**config.mk**
```make
export PLATFORM = sky130hd
export DESIGN_NAME = breakout_ball_ctrl_flat
export DESIGN_NICKNAME = d
export VERILOG_FILES = /design/src/rtl/breakout_ball_ctrl_if.sv /design/src/rtl/breakout_ball_ctrl.sv /design/src/flat_wrapper.sv
export SDC_FILE = /design/constraint.sdc
export NUM_CORES = 1
export LEC_CHECK = 0
export CAP_MARGIN = 20
export CELL_PAD_IN_SITES_DETAIL_PLACEMENT = 0
export CELL_PAD_IN_SITES_GLOBAL_PLACEMENT = 1
export CORE_MARGIN = 1
export CORE_UTILIZATION = 40
export DETAILED_ROUTE_END_ITERATION = 10
export GPL_ROUTABILITY_DRIVEN = 0
export HOLD_SLACK_MARGIN = 0.06
export MAX_ROUTING_LAYER = met4
export PLACE_DENSITY = 0.86
export SETUP_SLACK_MARGIN = 0.05
export SLEW_MARGIN = 20
export SYNTH_ARGS = -nofsm -noshare
export SYNTH_HDL_FRONTEND = slang
export SYNTH_SLANG_ARGS = --single-unit
```
**constraint.sdc**
```tcl
create_clock -name clk -period 6.6 [get_ports clk]
set_input_delay 0.66 -clock clk [delete_from_list [all_inputs] [get_ports clk]]
set_output_delay 0.66 -clock clk [all_outputs]
set_load 0.01 [all_outputs]
```
**src/rtl/breakout_ball_ctrl_if.sv**
```systemverilog
// Playfield-facing bundle between breakout_ball_ctrl (master) and breakout_playfield (slave).
interface breakout_ball_ctrl_if;
  logic [9:0] CounterX;
  logic [8:0] CounterY;
  logic       DrawBorder;
  logic       DrawPaddle;
  logic       DrawBrick;
  logic       BrickHit_acq;
  logic [9:0] ballX;
  logic [8:0] bally;
  logic       BrickHit_now;
  logic       RestorBrickWall;

  modport master (
    input  CounterX, CounterY, DrawBorder, DrawPaddle, DrawBrick, BrickHit_acq,
    output ballX, bally, BrickHit_now, RestorBrickWall
  );

  modport slave (
    output CounterX, CounterY, DrawBorder, DrawPaddle, DrawBrick, BrickHit_acq,
    input  ballX, bally, BrickHit_now, RestorBrickWall
  );
endinterface

```
**src/rtl/breakout_ball_ctrl.sv**
```systemverilog
// Breakout ball motion, collision and serve/play/lose/restore sequencing; one move per frame.
// Optional feature macro: BALL_SPEEDUP_EN (ball step doubles after SPEEDUP_HITS bricks per level).
module breakout_ball_ctrl #(
  parameter int unsigned LIVES   = 3,
  parameter int unsigned BRICKS  = 133,
  parameter int unsigned SERVE_Y = 418,
  parameter int unsigned LOSE_Y  = 440
`ifdef BALL_SPEEDUP_EN
  , parameter int unsigned SPEEDUP_HITS = 16
`endif
) (
  input  logic                 clk,
  input  logic                 rst_n,
  input  logic                 frame_tick,
  input  logic [9:0]           PaddleX,
  input  logic                 launch,
  breakout_ball_ctrl_if.master pf,
  output logic [7:0]           score,
  output logic [1:0]           lives,
  output logic                 game_over
);

  localparam int unsigned XW = 10;
  localparam int unsigned YW = 9;
  localparam int unsigned CW = 8;

  typedef enum logic [2:0] {
    S_RESTORE,
    S_SERVE,
    S_PLAY,
    S_LOST,
    S_GAME_OVER
  } state_e;

  state_e          state_q, state_d;
  logic [XW-1:0]   ball_x_q, ball_x_d;
  logic [YW-1:0]   ball_y_q, ball_y_d;
  logic            dir_x_neg_q, dir_x_neg_d;
  logic            dir_y_neg_q, dir_y_neg_d;
  logic [CW-1:0]   score_q, score_d;
  logic [1:0]      lives_q, lives_d;
  logic [CW-1:0]   bricks_q, bricks_d;
  logic [3:0]      flags_q, flags_d;
  logic [3:0]      probe_q;
  logic            restore_q, restore_d;
  logic            game_over_q, game_over_d;
  logic [1:0]      step;

  logic [3:0]      probe_hit;
  logic            draw_any;
  logic [XW-1:0]   new_x;
  logic [YW-1:0]   new_y;
  logic            nx_neg, ny_neg;

  // Probe pixels around the ball: [0]=left, [1]=right, [2]=top, [3]=bottom
  always_comb begin
    probe_hit    = '0;
    probe_hit[0] = (pf.CounterX == ball_x_q - XW'(1))  && (pf.CounterY == ball_y_q + YW'(8));
    probe_hit[1] = (pf.CounterX == ball_x_q + XW'(16)) && (pf.CounterY == ball_y_q + YW'(8));
    probe_hit[2] = (pf.CounterX == ball_x_q + XW'(8))  && (pf.CounterY == ball_y_q - YW'(1));
    probe_hit[3] = (pf.CounterX == ball_x_q + XW'(8))  && (pf.CounterY == ball_y_q + YW'(16));
  end

  assign draw_any = pf.DrawBorder | pf.DrawPaddle | pf.DrawBrick;

`ifdef BALL_SPEEDUP_EN
  logic [CW-1:0] hits_q, hits_d;
  logic [1:0]    step_q, step_d;

  // Per-level hit count; cleared while the ball is parked so each serve restarts slow
  always_comb begin
    hits_d = hits_q;
    if (pf.BrickHit_acq && (hits_q < CW'(SPEEDUP_HITS))) hits_d = hits_q + CW'(1);
    step_d = (hits_d >= CW'(SPEEDUP_HITS)) ? 2'd2 : 2'd1;
    if ((state_q == S_RESTORE) || (state_q == S_SERVE)) begin
      hits_d = '0;
      step_d = 2'd1;
    end
  end

  always_ff @(posedge clk or negedge rst_n) begin
    if (!rst_n) begin
      hits_q <= '0;
      step_q <= 2'd1;
    end else begin
      hits_q <= hits_d;
      step_q <= step_d;
    end
  end

  assign step = step_q;
`else
  assign step = 2'd1;
`endif

  // Bounce direction from this frame's flags, then move with the new direction
  always_comb begin
    nx_neg = dir_x_neg_q;
    ny_neg = dir_y_neg_q;
    if (flags_q[0] && !flags_q[1]) nx_neg = 1'b0;
    if (flags_q[1] && !flags_q[0]) nx_neg = 1'b1;
    if (flags_q[2] && !flags_q[3]) ny_neg = 1'b0;
    if (flags_q[3] && !flags_q[2]) ny_neg = 1'b1;
    new_x = nx_neg ? (ball_x_q - XW'(step)) : (ball_x_q + XW'(step));
    new_y = ny_neg ? (ball_y_q - YW'(step)) : (ball_y_q + YW'(step));
  end

  always_comb begin
    state_d     = state_q;
    ball_x_d    = ball_x_q;
    ball_y_d    = ball_y_q;
    dir_x_neg_d = dir_x_neg_q;
    dir_y_neg_d = dir_y_neg_q;
    score_d     = score_q;
    lives_d     = lives_q;
    bricks_d    = bricks_q;
    flags_d     = flags_q;

    if (state_q == S_PLAY) flags_d = flags_q | (probe_q & {4{draw_any}});

    if (pf.BrickHit_acq) begin
      if (score_q != 8'hFF) score_d = score_q + CW'(1);
      if (bricks_q != '0)   bricks_d = bricks_q - CW'(1);
    end

    if (frame_tick) begin
      flags_d = '0;
      unique case (state_q)
        S_RESTORE: begin
          state_d  = S_SERVE;
          ball_x_d = PaddleX + XW'(24);
          ball_y_d = YW'(SERVE_Y);
        end
        S_SERVE: begin
          ball_x_d = PaddleX + XW'(24);
          ball_y_d = YW'(SERVE_Y);
          if (launch) begin
            state_d     = S_PLAY;
            dir_x_neg_d = 1'b0;
            dir_y_neg_d = 1'b1;
          end
        end
        S_PLAY: begin
          dir_x_neg_d = nx_neg;
          dir_y_neg_d = ny_neg;
          ball_x_d    = new_x;
          ball_y_d    = new_y;
          // Level clear takes priority over a simultaneous loss
          if (bricks_d == '0) begin
            state_d  = S_RESTORE;
            bricks_d = CW'(BRICKS);
          end else if (new_y >= YW'(LOSE_Y)) begin
            state_d = S_LOST;
            if (lives_q != '0) lives_d = lives_q - 2'd1;
          end
        end
        S_LOST: begin
          if (lives_q == '0) begin
            state_d = S_GAME_OVER;
          end else begin
            state_d  = S_SERVE;
            ball_x_d = PaddleX + XW'(24);
            ball_y_d = YW'(SERVE_Y);
          end
        end
        S_GAME_OVER: begin
          if (launch) begin
            state_d  = S_RESTORE;
            score_d  = '0;
            lives_d  = 2'(LIVES);
            bricks_d = CW'(BRICKS);
          end
        end
        default: state_d = S_RESTORE;
      endcase
    end

    restore_d   = (state_d == S_RESTORE);
    game_over_d = (state_d == S_GAME_OVER);
  end

  always_ff @(posedge clk or negedge rst_n) begin
    if (!rst_n) begin
      state_q     <= S_RESTORE;
      ball_x_q    <= XW'(312);
      ball_y_q    <= YW'(SERVE_Y);
      dir_x_neg_q <= 1'b0;
      dir_y_neg_q <= 1'b1;
      score_q     <= '0;
      lives_q     <= 2'(LIVES);
      bricks_q    <= CW'(BRICKS);
      flags_q     <= '0;
      probe_q     <= '0;
      restore_q   <= 1'b1;
      game_over_q <= 1'b0;
    end else begin
      state_q     <= state_d;
      ball_x_q    <= ball_x_d;
      ball_y_q    <= ball_y_d;
      dir_x_neg_q <= dir_x_neg_d;
      dir_y_neg_q <= dir_y_neg_d;
      score_q     <= score_d;
      lives_q     <= lives_d;
      bricks_q    <= bricks_d;
      flags_q     <= flags_d;
      probe_q     <= probe_hit;
      restore_q   <= restore_d;
      game_over_q <= game_over_d;
    end
  end

  assign pf.ballX           = ball_x_q;
  assign pf.bally           = ball_y_q;
  assign pf.BrickHit_now    = (state_q == S_PLAY) && (|probe_hit);
  assign pf.RestorBrickWall = restore_q;
  assign score              = score_q;
  assign lives              = lives_q;
  assign game_over          = game_over_q;

endmodule

```
**src/flat_wrapper.sv**
```systemverilog
// flat-port wrapper written by rule: the top's interface ports become plain ports
module breakout_ball_ctrl_flat 
#(
  parameter int unsigned LIVES   = 3,
  parameter int unsigned BRICKS  = 133,
  parameter int unsigned SERVE_Y = 418,
  parameter int unsigned LOSE_Y  = 440

)
  (clk, rst_n, frame_tick, PaddleX, launch, score, lives, game_over, pf_CounterX, pf_CounterY, pf_DrawBorder, pf_DrawPaddle, pf_DrawBrick, pf_BrickHit_acq, pf_ballX, pf_bally, pf_BrickHit_now, pf_RestorBrickWall);
  breakout_ball_ctrl_if pf_i ();
  input  logic clk;
  input  logic rst_n;
  input  logic frame_tick;
  input  logic [9:0] PaddleX;
  input  logic launch;
  output logic [7:0] score;
  output logic [1:0] lives;
  output logic game_over;
  input wire logic [$bits(pf_i.CounterX)-1:0] pf_CounterX;
  input wire logic [$bits(pf_i.CounterY)-1:0] pf_CounterY;
  input wire logic [$bits(pf_i.DrawBorder)-1:0] pf_DrawBorder;
  input wire logic [$bits(pf_i.DrawPaddle)-1:0] pf_DrawPaddle;
  input wire logic [$bits(pf_i.DrawBrick)-1:0] pf_DrawBrick;
  input wire logic [$bits(pf_i.BrickHit_acq)-1:0] pf_BrickHit_acq;
  output wire logic [$bits(pf_i.ballX)-1:0] pf_ballX;
  output wire logic [$bits(pf_i.bally)-1:0] pf_bally;
  output wire logic [$bits(pf_i.BrickHit_now)-1:0] pf_BrickHit_now;
  output wire logic [$bits(pf_i.RestorBrickWall)-1:0] pf_RestorBrickWall;
  assign pf_i.CounterX = pf_CounterX;
  assign pf_i.CounterY = pf_CounterY;
  assign pf_i.DrawBorder = pf_DrawBorder;
  assign pf_i.DrawPaddle = pf_DrawPaddle;
  assign pf_i.DrawBrick = pf_DrawBrick;
  assign pf_i.BrickHit_acq = pf_BrickHit_acq;
  assign pf_ballX = pf_i.ballX;
  assign pf_bally = pf_i.bally;
  assign pf_BrickHit_now = pf_i.BrickHit_now;
  assign pf_RestorBrickWall = pf_i.RestorBrickWall;
  breakout_ball_ctrl #(.LIVES(LIVES), .BRICKS(BRICKS), .SERVE_Y(SERVE_Y), .LOSE_Y(LOSE_Y)) u_core (.clk(clk), .rst_n(rst_n), .frame_tick(frame_tick), .PaddleX(PaddleX), .launch(launch), .pf(pf_i), .score(score), .lives(lives), .game_over(game_over));
endmodule
```
==> impl_summary.md <==
Run status
The run finished with clean final reports.

STA
The achievable clock frequency is 244.6 MHz. The actual transition at the worst max-transition pin is 1128 ps. The worst path uses 61.95% of the clock period. The count of endpoints failing hold in the final timing report is 0. In this run the tightest slew margin relative to its limit is 24.63%. The count of final setup violators is 0. The minimum period implied by the final worst setup slack is 4089 ps.

The post-route setup TNS is 0 ps. The worst clock skew on the final layout is 8.014 ps. The number of max-slew violations in the final report is 0.

Setup repair after global routing left no endpoint under its margin.

Synth
The Yosys step of the flow raised 0 warnings. In this run, synthesis produced a sequential element count of 52. The cell area that synthesis handed to floorplanning was 0.004229 sq mm. The netlist uses 68 different library cells. Among all flip-flop cells after synthesis, the most frequent one is sky130_fd_sc_hd__dfrtp_1.

The post-synthesis cell count is 502. For this run, asynchronously set or reset flops after synthesis account for 100.0%. In this run, synthesis inferred 0 flip-flops with an integrated enable.

The synthesized netlist net count is 558. The register area share after synthesis is 31.21%. A synthesized cell averages 8.424 sq um.

Setup path
The largest stage delay on the critical path is 520 ps. In this run the worst path has a maximum fanout of 9. The cell at the slowest stage of the critical path is sky130_fd_sc_hd__nor3b_1. The dominant cell type by count on the critical path is sky130_fd_sc_hd__xnor2_1. The critical path launch point type is a flip-flop.

The critical path in this run is classified as reg -> out. The required time at the endpoint of the critical path is 5940 ps. STA classifies the critical path endpoint as an output port. The signal on the critical path passes through inv_1, ha_1, nor3b_1, o21ai_0, nor3_1, xnor2_1, xnor2_1, nor4_2, o41a_1, clkdlybuf4s50_1. The family with the most delay on the worst path is simple AND/OR/NAND/NOR gates. The number of buffers and inverters on the critical path is 2. The worst endpoint data arrival time is 3430 ps.

Min path
The worst hold path class is in -> async.

Global route
The total track usage is 20.69%. The number of antenna violations at the first check in global routing is 0. The overall overflow remaining after global route is 0. Global routing consumed, on the met3 layer, 2.870% of the routing resources. The first global-routing pass estimated 18.05 mm of wire. The global routing met1 resource utilization is 25.97%. The via count of the first global-routing pass is 3772. Entering global routing, the biggest net connects 53 pins.

The most crowded layer after global routing is met2. The met2 usage in global routing is 34.63%.

Pwr
The worst IR drop on VDD is 203.6 uV. The design draws 1.969 mW. Summed over all cells, the static leakage comes to 1.927 nW. Dividing total power by cell area gives a power density of 388.5 mW/mm^2.

Die
The die covers 0.01099 sq mm. The die is 104.8 microns wide. 69 I/O pins were placed.

The die height is 104.8 microns. The number of placement rows is 37. Once the floorplan was initialized, standard cells occupied 41.15% of the core. After floorplanning, the core was sized to cover 0.01028 sq mm.

Clocking
The total clock sinks is 52. The TritonCTS clock tree is built. The cell at the root of the clock tree is sky130_fd_sc_hd__clkbuf_8. The H-tree was split into 2 levels. Once the clock tree was built, the resizer swapped 0 gates to a different size. The buffer count from post-CTS setup fixing is 0.

No sink is reached through more buffers than the 2 on the longest clock path. Clock-pin slew was measured on the worst setup and hold paths at 100 ps. The latest clock arrival within the worst-skew pair is 320 ps. Buffers inserted during clock tree synthesis total 5.

The count of hold buffers inserted by post-cts repair is 0.

Detailed routing
In this run, the number of DRC markers left after iteration 0 of detailed routing was 151. The remaining antenna violation count after routing is 0. In the routed layout, each cell is associated on average with a via count of 5.630. In the final routed layout, each cell accounts on average for 15.65 microns. The final layout contains routed wiring with a total length of 10.82 mm. The DRC violation count after routing is 0.

The via count is 3890. For this run, the detailed router's first-pass iteration total came to 5.

Finish
The final layout contains 610 nets. The library cells used most frequently in the layout, excluding fill and tap cells, are sky130_fd_sc_hd__clkdlybuf4s50_1 (67), sky130_fd_sc_hd__nor2_1 (58), sky130_fd_sc_hd__xnor2_1 (50), sky130_fd_sc_hd__dfrtp_1 (37), sky130_fd_sc_hd__nand2_1 (35). The number of antenna diodes in the final layout is 0. The most common library cell in the layout ignoring fill and taps is sky130_fd_sc_hd__clkdlybuf4s50_1.

The filler cell count in the final layout is 993. The finished cells cover 0.005070 sq mm. Cells with a size suffix above 1 make up 9.189% of the layout. The layout overhead on the synthesized area is 19.88%.

Placed design
Summed over all nets, the half-perimeter wirelength after detailed placement is 7.972 mm. Port buffering added 68 buffers. The post-placement cell area is 0.004976 sq mm.

Run
Max-cap violations in this run came to 0.
cells by family after synthesis:
| group | share of synthesized area [%] |
|---|---|
| DFF | 31.21 |
| and+or+nand+nor | 22.57 |
| buffers and inverters | 5.148 |
| AOI/OAI and AO/OA | 17.87 |
| muxes | 2.485 |
| xor gates and xnor gates | 15.09 |
| adders and majority gates | 5.621 |
power breakdown:
part	switching [mW]	total (mW)	internal, mW
Clock	0.119	0.195	0.0764
Combinational	0.587	1.10	0.516
Sequential	0.217	0.671	0.454
Total	0.923	1.97	1.05
cell type report:
class,count,area [sq um],share of cell area [%]
Timing Repair Buffer,70,690.7,13.62
Clock inverter,3,22.52,0.4442
Multi-Input combinational cell,399,2700,53.26
Inverter,26,97.59,1.925
Clock buffer,5,68.82,1.357
Sequential cell,52,1320,26.04
Tap cell,136,170.2,3.356
registers in the layout (all words and copies together), names as in the netlist:
register,flops
u_core.lives,2
u_core.pf.ballX,10
u_core.pf.RestorBrickWall,1
u_core.flags_q,4
u_core.dir_x_neg_q,1
u_core.probe_q,4
u_core.bricks_q,8
u_core.pf.bally,9
u_core.game_over,1
u_core.dir_y_neg_q,1
u_core.score,8
u_core.state_q,3
Yosys cell counts, types with 4 or more instances:
cell / n / share of area, %
sky130_fd_sc_hd__nor2_1: 59 / 5.2
sky130_fd_sc_hd__xnor2_1: 50 / 10
sky130_fd_sc_hd__dfrtp_1: 37 / 22
sky130_fd_sc_hd__nand2_1: 35 / 3.1
sky130_fd_sc_hd__a21oi_1: 27 / 3.2
sky130_fd_sc_hd__inv_1: 26 / 2.3
sky130_fd_sc_hd__o21ai_0: 26 / 3.1
sky130_fd_sc_hd__nand3_1: 24 / 2.8
sky130_fd_sc_hd__xor2_1: 21 / 4.3
sky130_fd_sc_hd__ha_1: 19 / 5.6
sky130_fd_sc_hd__nor3_1: 19 / 2.2
sky130_fd_sc_hd__clkbuf_1: 16 / 1.4
sky130_fd_sc_hd__dfstp_2: 15 / 9.3
sky130_fd_sc_hd__nand4_1: 9 / 1.3
sky130_fd_sc_hd__mux2i_1: 8 / 1.9
sky130_fd_sc_hd__a31oi_1: 7 / 1.0
sky130_fd_sc_hd__nor4_1: 7 / 1.0
sky130_fd_sc_hd__buf_2: 6 / 0.71
sky130_fd_sc_hd__o22ai_1: 6 / 0.89
sky130_fd_sc_hd__a211oi_1: 5 / 0.89
sky130_fd_sc_hd__nand2b_1: 5 / 0.74
sky130_fd_sc_hd__nor2b_1: 5 / 0.74
sky130_fd_sc_hd__a22oi_1: 4 / 0.71
sky130_fd_sc_hd__nor3b_1: 4 / 0.71
sky130_fd_sc_hd__or2_2: 4 / 0.59
path summary, 6_finish.rpt:
check / cells after the start / slack [ps] / startpoint / to
max: 10 / 2510 / u_core.pf.ballX[0] / pf_BrickHit_now
min in group clk: 2 / 510 / u_core.probe_q[3] / u_core.flags_q[3]
max reg2reg: 9 / 3750 / u_core.pf.bally[0] / u_core.lives[0]
min reg2reg: 2 / 510 / u_core.probe_q[3] / u_core.flags_q[3]
max in group asynchronous: 2 / 5700 / rst_n / u_core.probe_q[2]
min: 2 / 460 / rst_n / u_core.pf.ballX[2]
metrics by stage:
| stage | hold slack, ps | utilization [%] | worst slack [ps] | cells |
|---|---|---|---|---|
| after floorplan | 364.4 | - | 3471 | 502 |
| after global placement | 481.6 | 48.42 | 2803 | 683 |
| after global routing | 505.6 | 49.33 | 2325 | 691 |
| after CTS | 474.5 | 49.31 | 2498 | 691 |
| after detailed placement | 485.4 | 48.42 | 2721 | 683 |
| final | 460.4 | 49.33 | 2511 | 691 |
metal layers:
metal	up-vias	part of all wire [%]
met5	-	0
met4	0	2.3
met3	25	5.5
met2	142	48
met1	1835	45
li1	1888	-
No activity file was read; power rests on OpenSTA's default activity.
